### src/rtl/brick_collide.sv
// Brick-field collision detector: latches the ball box on an animation strobe,
// scans one brick per clock, and reports the lowest-index hit as a bounce code.
module brick_collide #(
  parameter int N_BLOCKS = 17,
  parameter int COLS     = 6,
  parameter int X0       = 40,
  parameter int Y0       = 40,
  parameter int BW       = 80,
  parameter int BH       = 20,
  parameter int GAP      = 16
) (
  input  logic                  i_clk,
  input  logic                  i_rst,
  input  logic                  i_ani_stb,
  input  logic                  i_animate,
  input  logic [11:0]           i_x1,
  input  logic [11:0]           i_x2,
  input  logic [11:0]           i_y1,
  input  logic [11:0]           i_y2,
  input  logic [N_BLOCKS-1:0]   i_dead,
  output logic [2*N_BLOCKS-1:0] o_hit_block,
  output logic                  o_hit_any,
  output logic                  o_busy
);

  localparam int KW = $clog2(N_BLOCKS + 1);
  localparam int CW = $clog2(COLS + 1);

  typedef enum logic [1:0] {S_IDLE, S_SCAN, S_DONE} state_t;
  state_t r_state, w_next;

  logic [11:0]           r_x1, r_x2, r_y1, r_y2;
  logic [N_BLOCKS-1:0]   r_dead;
  logic [KW-1:0]         r_k;
  logic [CW-1:0]         r_col;
  logic [11:0]           r_bx1, r_by1;
  logic                  r_cand_valid, r_cand_hit;
  logic [1:0]            r_cand_code;
  logic [KW-1:0]         r_cand_idx;
  logic                  r_pend_found;
  logic [1:0]            r_pend_code;
  logic [KW-1:0]         r_pend_idx;
  logic [2*N_BLOCKS-1:0] r_hit_block;
  logic                  r_hit_any, r_busy;

  logic                  w_accept, w_eval, w_scan_last, w_box_ok, w_overlap;
  logic [11:0]           w_bx2, w_by2, w_lo_x, w_hi_x, w_lo_y, w_hi_y, w_ox, w_oy;
  logic [1:0]            w_code;
  logic [2*N_BLOCKS-1:0] w_decoded;

  assign w_accept    = (r_state == S_IDLE) && i_ani_stb && i_animate;
  assign w_eval      = (r_state == S_SCAN) && (r_k < KW'(N_BLOCKS));
  assign w_scan_last = (r_k == KW'(N_BLOCKS));

  always_ff @(posedge i_clk) begin
    if (i_rst) r_state <= S_IDLE;
    else       r_state <= w_next;
  end

  always_comb begin
    w_next = r_state;
    case (r_state)
      S_IDLE:  if (w_accept) w_next = S_SCAN;
      S_SCAN:  if (w_scan_last) w_next = S_DONE;
      S_DONE:  w_next = S_IDLE;
      default: w_next = S_IDLE;
    endcase
  end

  // Overlap and bounce code for the brick currently addressed by r_k.
  assign w_bx2    = r_bx1 + 12'(BW - 1);
  assign w_by2    = r_by1 + 12'(BH - 1);
  assign w_box_ok = (r_x1 <= r_x2) && (r_y1 <= r_y2);
  assign w_overlap = w_box_ok && (r_x1 <= w_bx2) && (r_x2 >= r_bx1) &&
                     (r_y1 <= w_by2) && (r_y2 >= r_by1) && !r_dead[0];
  assign w_lo_x = (r_x1 > r_bx1) ? r_x1 : r_bx1;
  assign w_hi_x = (r_x2 < w_bx2) ? r_x2 : w_bx2;
  assign w_lo_y = (r_y1 > r_by1) ? r_y1 : r_by1;
  assign w_hi_y = (r_y2 < w_by2) ? r_y2 : w_by2;
  assign w_ox   = w_hi_x - w_lo_x;
  assign w_oy   = w_hi_y - w_lo_y;
  assign w_code = (w_oy < w_ox) ? 2'b01 : (w_ox < w_oy) ? 2'b10 : 2'b11;

  generate
    for (genvar gi = 0; gi < N_BLOCKS; gi++) begin : g_dec
      assign w_decoded[2*gi +: 2] =
        (r_pend_found && (r_pend_idx == KW'(gi))) ? r_pend_code : 2'b00;
    end
  endgenerate

  always_ff @(posedge i_clk) begin
    if (i_rst) begin
      r_x1 <= '0; r_x2 <= '0; r_y1 <= '0; r_y2 <= '0;
      r_dead <= '0; r_k <= '0; r_col <= '0; r_bx1 <= '0; r_by1 <= '0;
      r_cand_valid <= 1'b0; r_cand_hit <= 1'b0; r_cand_code <= '0; r_cand_idx <= '0;
      r_pend_found <= 1'b0; r_pend_code <= '0; r_pend_idx <= '0;
      r_hit_block <= '0; r_hit_any <= 1'b0; r_busy <= 1'b0;
    end else begin
      // Evaluation is registered, so commit trails the brick counter by one cycle.
      r_cand_valid <= w_eval;
      r_cand_hit   <= w_eval && w_overlap;
      r_cand_code  <= w_code;
      r_cand_idx   <= r_k;
      case (r_state)
        S_IDLE: begin
          if (w_accept) begin
            r_x1 <= i_x1; r_x2 <= i_x2; r_y1 <= i_y1; r_y2 <= i_y2;
            r_dead       <= i_dead;
            r_hit_block  <= '0;
            r_hit_any    <= 1'b0;
            r_busy       <= 1'b1;
            r_k          <= '0;
            r_col        <= '0;
            r_bx1        <= 12'(X0);
            r_by1        <= 12'(Y0);
            r_pend_found <= 1'b0;
          end
        end
        S_SCAN: begin
          if (w_eval) begin
            r_k    <= r_k + 1'b1;
            r_dead <= r_dead >> 1;
            if (r_col == CW'(COLS - 1)) begin
              r_col <= '0;
              r_bx1 <= 12'(X0);
              r_by1 <= r_by1 + 12'(BH + GAP);
            end else begin
              r_col <= r_col + 1'b1;
              r_bx1 <= r_bx1 + 12'(BW + GAP);
            end
          end
          // First hit wins so opposing flips never reach the consumer together.
          if (r_cand_valid && r_cand_hit && !r_pend_found) begin
            r_pend_found <= 1'b1;
            r_pend_code  <= r_cand_code;
            r_pend_idx   <= r_cand_idx;
          end
        end
        S_DONE: begin
          r_hit_block <= w_decoded;
          r_hit_any   <= r_pend_found;
          r_busy      <= 1'b0;
        end
        default: ;
      endcase
    end
  end

  assign o_hit_block = r_hit_block;
  assign o_hit_any   = r_hit_any;
  assign o_busy      = r_busy;

endmodule

### config.mk
export PLATFORM = sky130hd
export DESIGN_NAME = brick_collide
export DESIGN_NICKNAME = d
export VERILOG_FILES = /design/src/rtl/brick_collide.sv
export SDC_FILE = /design/constraint.sdc
export NUM_CORES = 1
export LEC_CHECK = 0
export ABC_AREA = 1
export BUFFER_PORTS_ARGS = -buffer_cell sky130_fd_sc_hd__buf_2
export CAP_MARGIN = 20
export CORE_ASPECT_RATIO = 0.7
export CORE_MARGIN = 2
export CORE_UTILIZATION = 40
export DETAILED_ROUTE_END_ITERATION = 16
export SLEW_MARGIN = 5
export SYNTH_ARGS = -nofsm -noshare
export SYNTH_HDL_FRONTEND = slang
export SYNTH_SLANG_ARGS = --single-unit
### constraint.sdc
create_clock -name i_clk -period 7.6 [get_ports i_clk]
set_input_delay 1.52 -clock i_clk [delete_from_list [all_inputs] [get_ports i_clk]]
set_output_delay 1.52 -clock i_clk [all_outputs]
set_load 0.03 [all_outputs]
==> summary.md, run 1 <==
| Metric | Value |
|---|---|
| Syn_nets | 1584 |
| DR DRC count | 0 |
| Worst path required time | 7.96 ns |
| Top-count cell post-synth | nand2_1 |
| H-tree Lvls | 4 |
| Largest net degree at the start of global routing | 74 |
| Max stage delay on crit path | 0.57 ns |
| Yosys reg bits | 146 |
| FP Rows | 47 |
| Sink Count | 146 |
| Netlist cell types | 46 |
| HPWL reported at the end of detailed placement | 21100 um |
| Post-synth design cell area | 9690 um2 |
| DIE WIDTH | 190 um |
| Clk buf depth | 2 |
| Run status | finished, final reports clean |
| Startpoint types | flop |
| Worst skew pair latency | 0.43 ns |
| CTS tree | yes |
| GR Util All Layers | 0.228 |
| Area growth syn-to-layout | 14.5% |
| Max Cap Viol | 0 |
| Synth top cells by count | nand2_1, dfxtp_1, inv_1 |
| Setup ws final | 2.44 ns |
| Clock root buffer | clkbuf_16 |
| Core area | 23700 um2 |
| Vias per cell | 5.25 |
| Routability Congestion | 0.906 |
| Final Core Density | 0.468 |
| CP arrival | 5.52 ns |
| Post-synth top area share | 0.302 |
| Crit path max fanout | 16 |
| Die area | 25500 um2 |
| Grt total ovfl | 0 |
| Type of the worst setup path | reg -> reg |
| Cts bufs inserted | 17 |
| Synth area leader | dfxtp_1 |
| Routed Antenna Nets | 0 |
| Ranking of synthesized cells by area | dfxtp_1, ha_1, nand2_1 |
| Sequential area share after synthesis | 0.302 |
| Class of the worst hold path | reg -> reg |
| DR WL/cell | 15.8 um |
| Leak | 0.00513 uW |
| Vias in the first global route | 8802 |
| Max Slew Vio Count | 0 |
| Max-slew headroom | 0.282 |
| Fin Setup TNS | 0 ns |
| Starting Density | 0.409 |
| Post-layout minimum cycle time | 5.16 ns |
| Fill count | 2416 |
| Synthesized instance count | 1389 |
| Max VDD drop | 0.218 mV |
| Final Setup Violations | 0 |
| Port Buf Inserts | 104 |
| Initial antenna violation count | 0 |
| DRT iter0 DRCs | 797 |
| Die Ht | 134 um |
| CTS resizes | 0 |
| Crit-path most repeated cell | nand2_1 |
| R2R depth | 29 |
| PwrDens | 248 nW/um2 |
| 1st-pass router iterations | 5 |
| Yosys warns | 0 |
| Slowest CP cell | o21ai_0 |
| Ys async rst share | 0 |
| Number of flops mapped to enable cells by yosys | 0 |
| CTS clock-pin slew for the worst setup and hold paths | 0.07 ns |
| Primary FF master, synth | dfxtp_1 |
| Routed WL | 28400 um |
| IO Pins | 105 |
| Measured slew at the worst slew-check pin | 1.08 ns |
| RSZ-0062 raised after global routing | false |
| Setup Fix Bufs, Post-CTS | 0 |
| Tcrit/Tclk final | 0.678 |
| Via Count | 9465 |
| # nets final | 1668 |
| Peak Freq | 194 MHz |
| Synth Area per Inst | 6.98 um2 |
| Hold_buf cts | 0 |
| Crit. End Element | flop |
| Hold depth | 2 |
| Final Skew | 0.00930 ns |
| First-pass GRT wire length | 45900 um |
| Final Hold Viols | 0 |
| Placement Setup Slack | 2.69 ns |
| ANT cells | 0 |
| Layout cell share with drive strength beyond 1 | 0.127 |
==> report_power, final <==
part / internal [uW] / switching (uW)
clock network: 531 / 364
registers: 801 / 35.6
logic: 382 / 642
==> sequential cells by signal, summed over array words and instances (netlist names), 2 cells and up <==
name and cells:
r_pend_idx 5, r_x2 12, r_dead 17, r_cand_idx 5
o_hit_block 34, r_y1 12, r_bx1 8, r_x1 12
r_by1 10, r_y2 12, r_pend_code 2, r_cand_code 2
r_col 3, r_state 2, r_k 5
==> cells by family after synthesis <==
group	count (synthesis)	synth area share
compound gates	323	0.180
simple gates	573	0.256
xor+xnor	20	0.0181
flops	146	0.302
buf+inv	201	0.0799
fa+ha+maj	126	0.164
==> through the flow <==
step / power (uW) / instances / hold WS, ns / instance area, um2
finish: 2760 / 1803 / 0.461 / 11100
global route: 2950 / 1803 / 0.479 / 11100
CTS: 2750 / 1803 / 0.463 / 11100
detailed placement: 1850 / 1772 / 0.451 / 10500
global placement: 1840 / 1772 / 0.446 / 10500
floorplan: 1610 / 1389 / 0.430 / 9690
==> final timing paths <==
check	from	end	slack [ns]
worst min-delay path	o_hit_block[20]	o_hit_block[20]	0.46
worst max-delay path	r_bx1[6]	r_cand_code[1]	2.44
worst min register to register	o_hit_block[20]	o_hit_block[20]	0.46
worst max register to register	r_bx1[6]	r_cand_code[1]	2.44
==> worst max-delay path, delay by kind of cell, from the launching register on <==
family,cells,cell delay (ns)
fa+ha+maj,3,1.00
xor+xnor,1,0.13
compound gates,6,1.53
buf+inv,3,0.36
flops,1,0.52
simple gates,16,1.54
==> routing by layer <==
| layer | track usage | up-vias | routed length [um] |
|---|---|---|---|
| li1 | - | 4837 | - |
| met1 | 0.341 | 4370 | 14900 |
| met2 | 0.332 | 231 | 11500 |
| met3 | 0.0403 | 27 | 1520 |
| met4 | 0.0594 | 0 | 456 |
| met5 | 0 | - | 0 |
==> cell type report <==
| type | instances | area (um2) | area share |
|---|---|---|---|
| Clock buffer | 18 | 439 | 0.0396 |
| Inverter | 154 | 581 | 0.0523 |
| Multi-Input combinational cell | 1042 | 6000 | 0.541 |
| Timing Repair Buffer | 112 | 581 | 0.0523 |
| Clock inverter | 13 | 176 | 0.0159 |
| Sequential cell | 146 | 2920 | 0.263 |
| Tap cell | 318 | 398 | 0.0359 |
==> layout by cell type (no fill, tap or decap), drive strengths merged, types with 5 or more instances in the layout <==
master	synthesis	layout
a21oi	133	133
buf	8	112
inv	154	158
a31oi	22	22
o211ai	5	5
nand4	18	18
clkinv	0	6
nand2	327	327
xor2	11	11
nor2	106	106
nor3	15	15
o21ai	138	138
o21bai	5	5
xnor2	9	9
ha	124	124
clkbuf	39	18
nand3	101	101
dfxtp	146	146
Note: power is estimated with default switching activity, not from simulation.
==> run 2, diff against run 1 <==
==> constraint.sdc (replaced) <==
create_clock -name i_clk -period 4.61 [get_ports i_clk]
set_input_delay 0.922 -clock i_clk [delete_from_list [all_inputs] [get_ports i_clk]]
set_output_delay 0.922 -clock i_clk [all_outputs]
set_load 0.03 [all_outputs]
==> summary.md, run 2 (synthesis gave the netlist of run 1 again) <==
| Metric | Value |
|---|---|
| DR WL/cell | 16.2 um |
| Initial antenna violation count | 0 |
| CP endpoint | r_cand_code[1] |
| Peak Freq | 231 MHz |
| CTS clock-pin slew for the worst setup and hold paths | 0.07 ns |
| R2R Path End | r_cand_code[1] |
| Max stage delay on crit path | 0.37 ns |
| Type of the worst setup path | reg -> reg |
| Crit path from | r_bx1[7] |
| DR DRC count | 0 |
| DRT iter0 DRCs | 770 |
| Cell family with most CP delay | simple AND/OR/NAND/NOR gates |
| Final Setup Violations | 0 |
| Worst R2R Setup Slack | 0.29 ns |
| Crit. End Element | flop |
| Vias per cell | 5.28 |
| PwrDens | 411 nW/um2 |
| Die area | 25500 um2 |
| Fill count | 2340 |
| Max Cap Viol | 0 |
| Die Ht | 134 um |
| Class of the worst hold path | reg -> reg |
| # nets final | 1709 |
| DP Cell Count | 1799 |
| Final Hold Viols | 0 |
| R2R depth | 31 |
| Clock root buffer | clkbuf_16 |
| Largest register FFs | 34 |
| FP Rows | 47 |
| Largest net degree at the start of global routing | 58 |
| Most frequent cells in the layout | nand2_1, inv_1, dfxtp_1 |
| Routability Congestion | 0.932 |
| Final Power | 4760 uW |
| IO Pins | 105 |
| Routed Antenna Nets | 0 |
| Non-Filler Instances | 1843 |
| Final Skew | 0.0170 ns |
| Worst skew pair latency | 0.44 ns |
| Clk buf depth | 2 |
| 1st-pass router iterations | 6 |
| Crit. path cell count | 31 |
| WP buf/inv | 5 |
| Measured slew at the worst slew-check pin | 1.05 ns |
| Port Buf Inserts | 104 |
| Leak | 0.00536 uW |
| Max-slew headroom | 0.296 |
| Slowest CP cell | dfxtp_4 |
| Area growth syn-to-layout | 19.5% |
| Core area | 23700 um2 |
| DIE WIDTH | 190 um |
| ANT cells | 0 |
| Tcrit/Tclk final | 0.938 |
| Post-layout minimum cycle time | 4.32 ns |
| First-pass GRT wire length | 46700 um |
| Crit path max fanout | 8 |
| HPWL reported at the end of detailed placement | 21900 um |
| Worst path required time | 4.98 ns |
| Starting Density | 0.409 |
| Max Slew Vio Count | 0 |
| Routed WL | 29900 um |
| Crit-path most repeated cell | nand2_1 |
| Reg2reg start | r_bx1[7] |
| Max VDD drop | 0.314 mV |
| Cts bufs inserted | 17 |
| Run status | finished, final reports clean |
| Grt total ovfl | 0 |
| Vias in the first global route | 8748 |
| CTS tree | yes |
| Startpoint types | flop |
| GR Util All Layers | 0.232 |
| Commonest non-fill, non-tap cell in the layout | nand2_1 |
| Sink Count | 146 |
| CP arrival | 4.70 ns |
| H-tree Lvls | 4 |
| Layout cell share with drive strength beyond 1 | 0.172 |
| Via Count | 9723 |
## run 2: cell count changes in the layout (fill, tap and decap cells not counted), moves of 4 or more
cell     previous run  this run
buf_4               8        47
dfxtp_1           146       138
dfxtp_4             0         5
ha_1              124       119
ha_4                0         4
nand2_1           312       307
nor2_1             98        94
o21ai_0           121       115
## run 2: timing repair
item	CTS	global route
cloned	0	1
pin swaps	0	13
resized for setup	1	54
hold buffers	0	0
buffers inserted	0	13
endpoints found under the setup margin	1	2
## run 2: power breakdown
group / internal (uW) / leakage [uW] / switching (uW)
logic: 755 / 0.00387 / 1160
clock network: 883 / 0.000294 / 600
registers: 1320 / 0.00119 / 50.9
total: 2960 / 0.00536 / 1810
## run 2: how the worst min path moves through the flow
stage / startpoint / endpoint / slack (ns) / cells past startpoint
final: o_hit_block[0] / o_hit_block[0] / 0.46 / 2
after CTS: o_hit_block[0] / o_hit_block[0] / 0.46 / 2
after global routing: o_hit_block[4] / o_hit_block[4] / 0.47 / 2
after detailed placement: o_hit_block[25] / o_hit_block[25] / 0.45 / 2
after floorplan: r_pend_code[0] / r_pend_code[0] / 0.43 / 2
after global placement: o_hit_block[15] / o_hit_block[15] / 0.45 / 2
## run 2: per-stage QoR
step / setup TNS, ns / utilization / setup slack (ns) / hold WS, ns / area, um2
after global routing: -0.0651 / 0.489 / -0.0556 / 0.473 / 11600
after CTS: 0 / 0.476 / 0.000433 / 0.462 / 11300
after detailed placement: 0 / 0.451 / 0.0372 / 0.450 / 10700
after floorplan: 0 / - / 0.351 / 0.430 / 9690
after global placement: 0 / 0.450 / 0.130 / 0.446 / 10700
final: 0 / 0.489 / 0.287 / 0.461 / 11600
## run 2: worst reg2reg max path: cells and delay by family, from the launching register on
family | cells | cell delay [ns]
AND/OR/NAND/NOR | 16 | 1.60
XOR/XNOR | 1 | 0.13
buffers and inverters | 5 | 0.40
flip-flops | 1 | 0.37
adder cells (fa/ha/maj) | 3 | 0.96
AO/OA/AOI/OAI | 6 | 0.83
## run 2: final cells by class
type | instances | area (um2) | area share
inverters | 154 | 581 | 0.0501
multi-input cells | 1043 | 6170 | 0.533
clock inverters | 10 | 150 | 0.0130
repair buffers | 152 | 885 | 0.0764
clock buffers | 20 | 457 | 0.0394
flip-flops and latches | 146 | 2950 | 0.254
well taps | 318 | 398 | 0.0343
## run 2: metal layers
metal	up-vias	part of all wire	global-route usage	routed length, um
met3	24	0.067	0.0547	1990
li1	4908	-	-	-
met4	0	0.0089	0.0474	265
met1	4510	0.51	0.350	15300
met2	281	0.41	0.333	12300
met5	-	0	0	0
